**src/rtl/shift_pkg.sv**
```systemverilog
// ============================================================================
//  Module      : shift_pkg
//  Description : Shared constants, encodings and types for the multi-cycle
//                16-bit shift sequencer (shift_seq_ctrl / shift_stage).
//  Revision    : 1.0 - initial release
// ============================================================================
`default_nettype none

package shift_pkg;

  // Datapath geometry; only the 16-bit configuration is supported.
  localparam int WIDTH = 16;
  localparam int AMT_W = 4;

  // Operation encodings as presented on the op port.
  localparam logic [1:0] OP_SLL = 2'b00;
  localparam logic [1:0] OP_SRL = 2'b01;
  localparam logic [1:0] OP_SRA = 2'b10;
  localparam logic [1:0] OP_ROR = 2'b11;

  // Sequencer states.
  localparam logic [1:0] ST_IDLE  = 2'd0;
  localparam logic [1:0] ST_SHIFT = 2'd1;
  localparam logic [1:0] ST_DONE  = 2'd2;

  // Per-operation context captured on the accept edge.
  typedef struct packed {
    logic [1:0]       op;
    logic [AMT_W-1:0] amt;
    logic             sign;   // original operand bit 15, used as SRA fill
  } op_ctx_t;

  // Shift distance applied by barrel stage idx: 1, 2, 4 or 8.
  function automatic logic [4:0] stage_dist(input logic [1:0] idx);
    return 5'd1 << idx;
  endfunction

endpackage

`default_nettype wire

```
**src/rtl/shift_stage.sv**
```systemverilog
// ============================================================================
//  Module      : shift_stage
//  Description : One combinational barrel stage. Shifts data by 2^idx when
//                enabled, otherwise passes data through. With SHIFT_FLAGS_EN
//                defined it also reports the last bit shifted out.
//  Revision    : 1.0 - initial release
// ============================================================================
`default_nettype none

module shift_stage
  import shift_pkg::*;
(
  input  logic [1:0]       op_i,
  input  logic [WIDTH-1:0] data_i,
  input  logic [1:0]       idx_i,
  input  logic             en_i,
  input  logic             sign_i,
  output logic [WIDTH-1:0] data_o
`ifdef SHIFT_FLAGS_EN
  ,
  output logic             bit_o
`endif
);

  logic [4:0] w_dist;

  assign w_dist = stage_dist(idx_i);

  // Apply this stage's shift/rotate with the fill rule of the operation.
  always_comb begin
    data_o = data_i;
    if (en_i) begin
      case (op_i)
        OP_SLL:  data_o = data_i << w_dist;
        OP_SRL:  data_o = data_i >> w_dist;
        OP_SRA:  data_o = (data_i >> w_dist) |
                          (sign_i ? ~(16'hFFFF >> w_dist) : 16'h0000);
        default: data_o = (data_i >> w_dist) | (data_i << (5'd16 - w_dist));
      endcase
    end
  end

`ifdef SHIFT_FLAGS_EN
  // Last bit leaving the word: the lowest bit pushed past the MSB for SLL,
  // otherwise the highest bit pushed past the LSB (for ROR that bit lands
  // in the result MSB, which is exactly what the carry flag reports).
  always_comb begin
    bit_o = 1'b0;
    if (en_i) begin
      case (op_i)
        OP_SLL:  bit_o = data_i[4'(5'd16 - w_dist)];
        default: bit_o = data_i[4'(w_dist - 5'd1)];
      endcase
    end
  end
`endif

endmodule

`default_nettype wire

```
**src/rtl/shift_seq_ctrl.sv**
```systemverilog
// ============================================================================
//  Module      : shift_seq_ctrl
//  Description : Multi-cycle sequencer for the 16-bit shift unit. Accepts one
//                op via valid/ready, runs barrel stages 1/2/4/8 one per cycle
//                through a single shared shift_stage, and holds the result
//                until the consumer takes it. Optional SHIFT_FLAGS_EN macro
//                adds carry/zero outputs.
//  Revision    : 1.0 - initial release
// ============================================================================
`default_nettype none

module shift_seq_ctrl
  import shift_pkg::*;
(
  input  logic             clk,
  input  logic             reset,
  input  logic             in_valid,
  output logic             in_ready,
  input  logic [1:0]       op,
  input  logic [WIDTH-1:0] a,
  input  logic [AMT_W-1:0] amt,
  output logic             out_valid,
  input  logic             out_ready,
  output logic [WIDTH-1:0] result
`ifdef SHIFT_FLAGS_EN
  ,
  output logic             carry,
  output logic             zero
`endif
);

  logic [1:0]       state_q, state_d;
  logic [1:0]       cnt_q, cnt_d;
  op_ctx_t          ctx_q, ctx_d;
  logic [WIDTH-1:0] data_q, data_d;
  logic [WIDTH-1:0] w_stage_data;
  logic             w_stage_en;
`ifdef SHIFT_FLAGS_EN
  logic             w_stage_bit;
  logic             carry_q, carry_d;
  logic             zero_q, zero_d;
`endif

  // Stage k is enabled by amount bit k; cnt selects which stage runs now.
  assign w_stage_en = ctx_q.amt[cnt_q];

  shift_stage u_stage (
    .op_i   (ctx_q.op),
    .data_i (data_q),
    .idx_i  (cnt_q),
    .en_i   (w_stage_en),
    .sign_i (ctx_q.sign),
    .data_o (w_stage_data)
`ifdef SHIFT_FLAGS_EN
    ,
    .bit_o  (w_stage_bit)
`endif
  );

  // Next-state logic: accept in IDLE, four stage cycles in SHIFT, hold in DONE.
  always_comb begin
    state_d = state_q;
    cnt_d   = cnt_q;
    ctx_d   = ctx_q;
    data_d  = data_q;
`ifdef SHIFT_FLAGS_EN
    carry_d = carry_q;
    zero_d  = zero_q;
`endif
    case (state_q)
      ST_IDLE: begin
        if (in_valid) begin
          ctx_d.op   = op;
          ctx_d.amt  = amt;
          ctx_d.sign = a[WIDTH-1];
          data_d     = a;
          cnt_d      = 2'd0;
`ifdef SHIFT_FLAGS_EN
          carry_d    = 1'b0;
`endif
          if (amt == '0) begin
            // Nothing to shift: result is the operand, skip the stages.
            state_d = ST_DONE;
`ifdef SHIFT_FLAGS_EN
            zero_d  = (a == '0);
`endif
          end else begin
            state_d = ST_SHIFT;
          end
        end
      end
      ST_SHIFT: begin
        data_d = w_stage_data;
        cnt_d  = cnt_q + 2'd1;
`ifdef SHIFT_FLAGS_EN
        if (w_stage_en) begin
          carry_d = w_stage_bit;
        end
`endif
        if (cnt_q == 2'd3) begin
          state_d = ST_DONE;
`ifdef SHIFT_FLAGS_EN
          zero_d  = (w_stage_data == '0);
`endif
        end
      end
      ST_DONE: begin
        // No accept here: the return to IDLE forces a one-cycle bubble.
        if (out_ready) begin
          state_d = ST_IDLE;
        end
      end
      default: begin
        state_d = ST_IDLE;
      end
    endcase
  end

  // State registers; reset overrides any handshake in the same cycle.
  always_ff @(posedge clk) begin
    if (reset) begin
      state_q <= ST_IDLE;
      cnt_q   <= 2'd0;
      ctx_q   <= '0;
      data_q  <= '0;
`ifdef SHIFT_FLAGS_EN
      carry_q <= 1'b0;
      zero_q  <= 1'b0;
`endif
    end else begin
      state_q <= state_d;
      cnt_q   <= cnt_d;
      ctx_q   <= ctx_d;
      data_q  <= data_d;
`ifdef SHIFT_FLAGS_EN
      carry_q <= carry_d;
      zero_q  <= zero_d;
`endif
    end
  end

  assign in_ready  = (state_q == ST_IDLE);
  assign out_valid = (state_q == ST_DONE);
  assign result    = data_q;
`ifdef SHIFT_FLAGS_EN
  assign carry     = carry_q;
  assign zero      = zero_q;
`endif

endmodule

`default_nettype wire

```
**config.mk**
```make
export PLATFORM = sky130hd
export DESIGN_NAME = shift_seq_ctrl
export DESIGN_NICKNAME = d
export VERILOG_FILES = /design/src/rtl/shift_pkg.sv /design/src/rtl/shift_stage.sv /design/src/rtl/shift_seq_ctrl.sv
export SDC_FILE = /design/constraint.sdc
export NUM_CORES = 1
export LEC_CHECK = 0
export ABC_AREA = 0
export CORE_UTILIZATION = 58
export CTS_BUF_LIST = sky130_fd_sc_hd__clkbuf_8
export DETAILED_ROUTE_END_ITERATION = 7
export PLACE_DENSITY = 0.9
export SYNTH_ARGS = -nofsm -noshare
export SYNTH_HDL_FRONTEND = slang
export SYNTH_SLANG_ARGS = --single-unit
```
**constraint.sdc**
```tcl
create_clock -name clk -period 3.5 [get_ports clk]
set_input_delay 0.35 -clock clk [delete_from_list [all_inputs] [get_ports clk]]
set_output_delay 0.35 -clock clk [all_outputs]
set_load 0.03 [all_outputs]
```
==> summary.md <==
| Metric | Value |
|---|---|
| Commonest non-fill, non-tap cell in the layout | nand2_1 |
| DR vias/cell | slightly above 7 |
| Netlist Area Pre-Place | 3230 um^2 |
| Post-synth top area share | 16.7% |
| CP startpoint kind | register |
| DP HPWL | between 8000 and 9000 um |
| H-tree Lvls | 1 |
| Initial Utilization | between 60% and 70% |
| Synthesis-to-layout area growth | 13.9% |
| Post-CTS Hold Fix Bufs | 0 |
| Worst r2r src | cnt_q[0] |
| # IOs | 44 |
| Gpl congestion | roughly 1.0 |
| Data required time of the worst path | roughly 3.7 ns |
| Post-synth EDFFs | 0 |
| FFs w/ async S/R, synth | 0% |
| Die Ht | between 70 and 80 um |
| Yosys warns | 0 |
| VDD IR max | roughly 0.00026 V |
| Clock Pin Slew Worst Setup and Hold Paths | between 0.1 and 0.15 ns |
| Setup bufs post-CTS | 0 |
| Dominant synthesized flop cell | dfxtp_1 |
| Nets | 480 |
| Number of global-route vias before repair | between 3000 and 4000 |
| Antenna violations before repair | 0 |
| Detailed Route Iter0 Violations | approximately 640 |
| TritonRoute pass-1 iters | 6 |
| Total Neg Setup Slack | 0 ns |
| Clock Sink Count | 27 |
| Seq cells post-synth | 27 |
| Critical path class | reg2reg |
| Final Instance Count excl. Fillers | 515 |
| Hold Crit Class | reg2reg |
| Vias post-DR | 3727 |
| Setup-failing EPs final | 0 |
| Antenna Cells | 0 |
| PwrDens | ~370 nW/um^2 |
| Fin area | ~3700 um^2 |
| Hold Worst Slack | around 0.46 ns |
| Leading area contributor after synthesis | dfxtp_1 |
| Final period util | a little over four fifths |
| Site row count | 26 |
| Fraction of layout cells with a size suffix above 1 | roughly an eighth |
| Max Cap Viol | 0 |
| Max Slew Vio Count | 0 |
| Post_cts resized | 0 |
| Most frequent cells in the layout | 67 x nand2_1, 43 x clkdlybuf4s50_1, 40 x nor2_1 |
| Mapped Cells | approximately 430 |
| Root buffer cell | clkbuf_8 |
| All-Layer GR Usage | 40.9% |
| Final Hold Viols | 0 |
| Gr ovfl total | 0 |
| Syn Nets | approximately 460 |
| CTS Buf Count | 3 |
| DR WL/cell | 22.8 um |
| Die X | between 70 and 80 um |
| Worst setup path start | cnt_q[0] |
| Run status | finished, final reports clean |
| CP arrival | 3.14 ns |
| Worst Path Max Fanout | 17 |
| Pin count of the biggest net entering global routing | 46 |
| Final ANT Viol Nets | 0 |
| Clock Latency Late Sink | roughly 0.28 ns |
| Period minus WS final | roughly 3 ns |
| Area after DPL | roughly 3600 um^2 |
| P_leak | 1.42 nW |
| Skew final | about 0.0034 ns |
| Port bufs | 43 |
| Hold_sp | ctx_q[3] |
| TritonCTS clock tree | built |
| Yosys cell types | 68 |
| Setup crit end kind | register |
| Seq/Total Area, Yosys | between 10% and 20% |
| Slew headroom | 44.5% |
| FMAX | 340 MHz |
| Worst-margin pin slew | about 0.83 ns |
| Mapped Avg Cell Area | between 7 and 8 um^2 |
| Core area | between 5000 and 6000 um^2 |
| First-pass GRT wire length | between 15000 and 20000 um |
| Worst-case clock buffer depth | 2 |
| Placed cell count | around 500 |
| RSZ-0062 raised after global routing | no |
| Top cells by area, synth | dfxtp_1 17%, mux4_2 9.8%, mux2i_1 8.1% |
| DRC violations left | 0 |
| Post-Route WL | between 10000 and 15000 um |
| Die ar. | approximately 6000 um^2 |
[worst max-delay path, cell delays in order (launching register included)]
cell and delay [ns]:
dfxtp_1 0.39, inv_1 0.18, ha_1 0.73, inv_1 0.46, nand2_1 0.23, a21boi_0 0.12
o221ai_1 0.29, nand4_1 0.22, a211oi_1 0.23
[cells in the mapped netlist, types with 5 or more instances]
cell type,instances
mux4_2,14
a31oi_1,6
nand2b_1,8
inv_1,5
buf_6,5
nor4_1,5
mux2i_1,26
ha_1,8
clkbuf_1,13
dfxtp_1,27
nor3_1,13
nand2_1,67
o211ai_1,7
buf_2,18
mux2_2,9
nor2_1,40
a21oi_1,35
nor2b_1,5
a211oi_1,6
o22ai_1,5
nand3_1,12
o21ai_0,22
[metrics by stage]
| step | util, % | setup WS [ns] | power, mW |
|---|---|---|---|
| 6_report | 70.3 | 0.562 | 1.37 |
| 5_1_grt | 70.3 | 0.455 | 1.44 |
| 4_1_cts | 70.3 | 0.643 | 1.34 |
| 3_5_place_dp | 69.4 | 0.679 | 1.16 |
| 3_3_place_gp | 69.4 | 0.718 | 1.15 |
| 2_1_floorplan | - | 0.589 | 0.933 |
[where the power goes]
part           total [mW]  switching [mW]  leakage (nW)  internal (mW)
Combinational       0.738           0.420          1.18          0.318
Clock               0.194           0.113        0.0217         0.0810
Sequential          0.441           0.100         0.222          0.341
[cell families after synthesis]
group	share of synthesized area (%)
AOI/OAI and AO/OA	24.6
xor gates and xnor gates	0.271
adders and majority gates	3.10
buffers and inverters	7.74
DFF	16.7
muxes	23.0
and+or+nand+nor	24.5
[metal layers]
metal	global-route usage, %	share of wire (%)	up-vias
li1	-	-	1617
met1	55.9	38	1703
met2	62.4	43	340
met3	10.2	14	67
met4	14.0	5.2	0
met5	0	0	-
[final timing paths]
kind | endpoint | slack (ns) | cells past startpoint
setup / recovery | result[12] | 0.56 | 8
hold / removal | ctx_q[3] | 0.46 | 2
setup reg to reg | result[12] | 0.56 | 8
hold reg to reg | ctx_q[3] | 0.46 | 2
[cell type report]
class | count | area (um^2)
well taps | 70 | 87.6
inverters | 7 | 26.3
repair buffers | 57 | 536
fillers | 462 | 1560
clock inverters | 1 | 7.51
clock buffers | 3 | 41.3
multi-input cells | 350 | 2440
flip-flops and latches | 27 | 541
[state kept, by name, summed over array words and instances (netlist names)]
register	cells
ctx_q	7
cnt_q	2
result	16
state_q	2
Note: power is estimated with default switching activity, not from simulation.
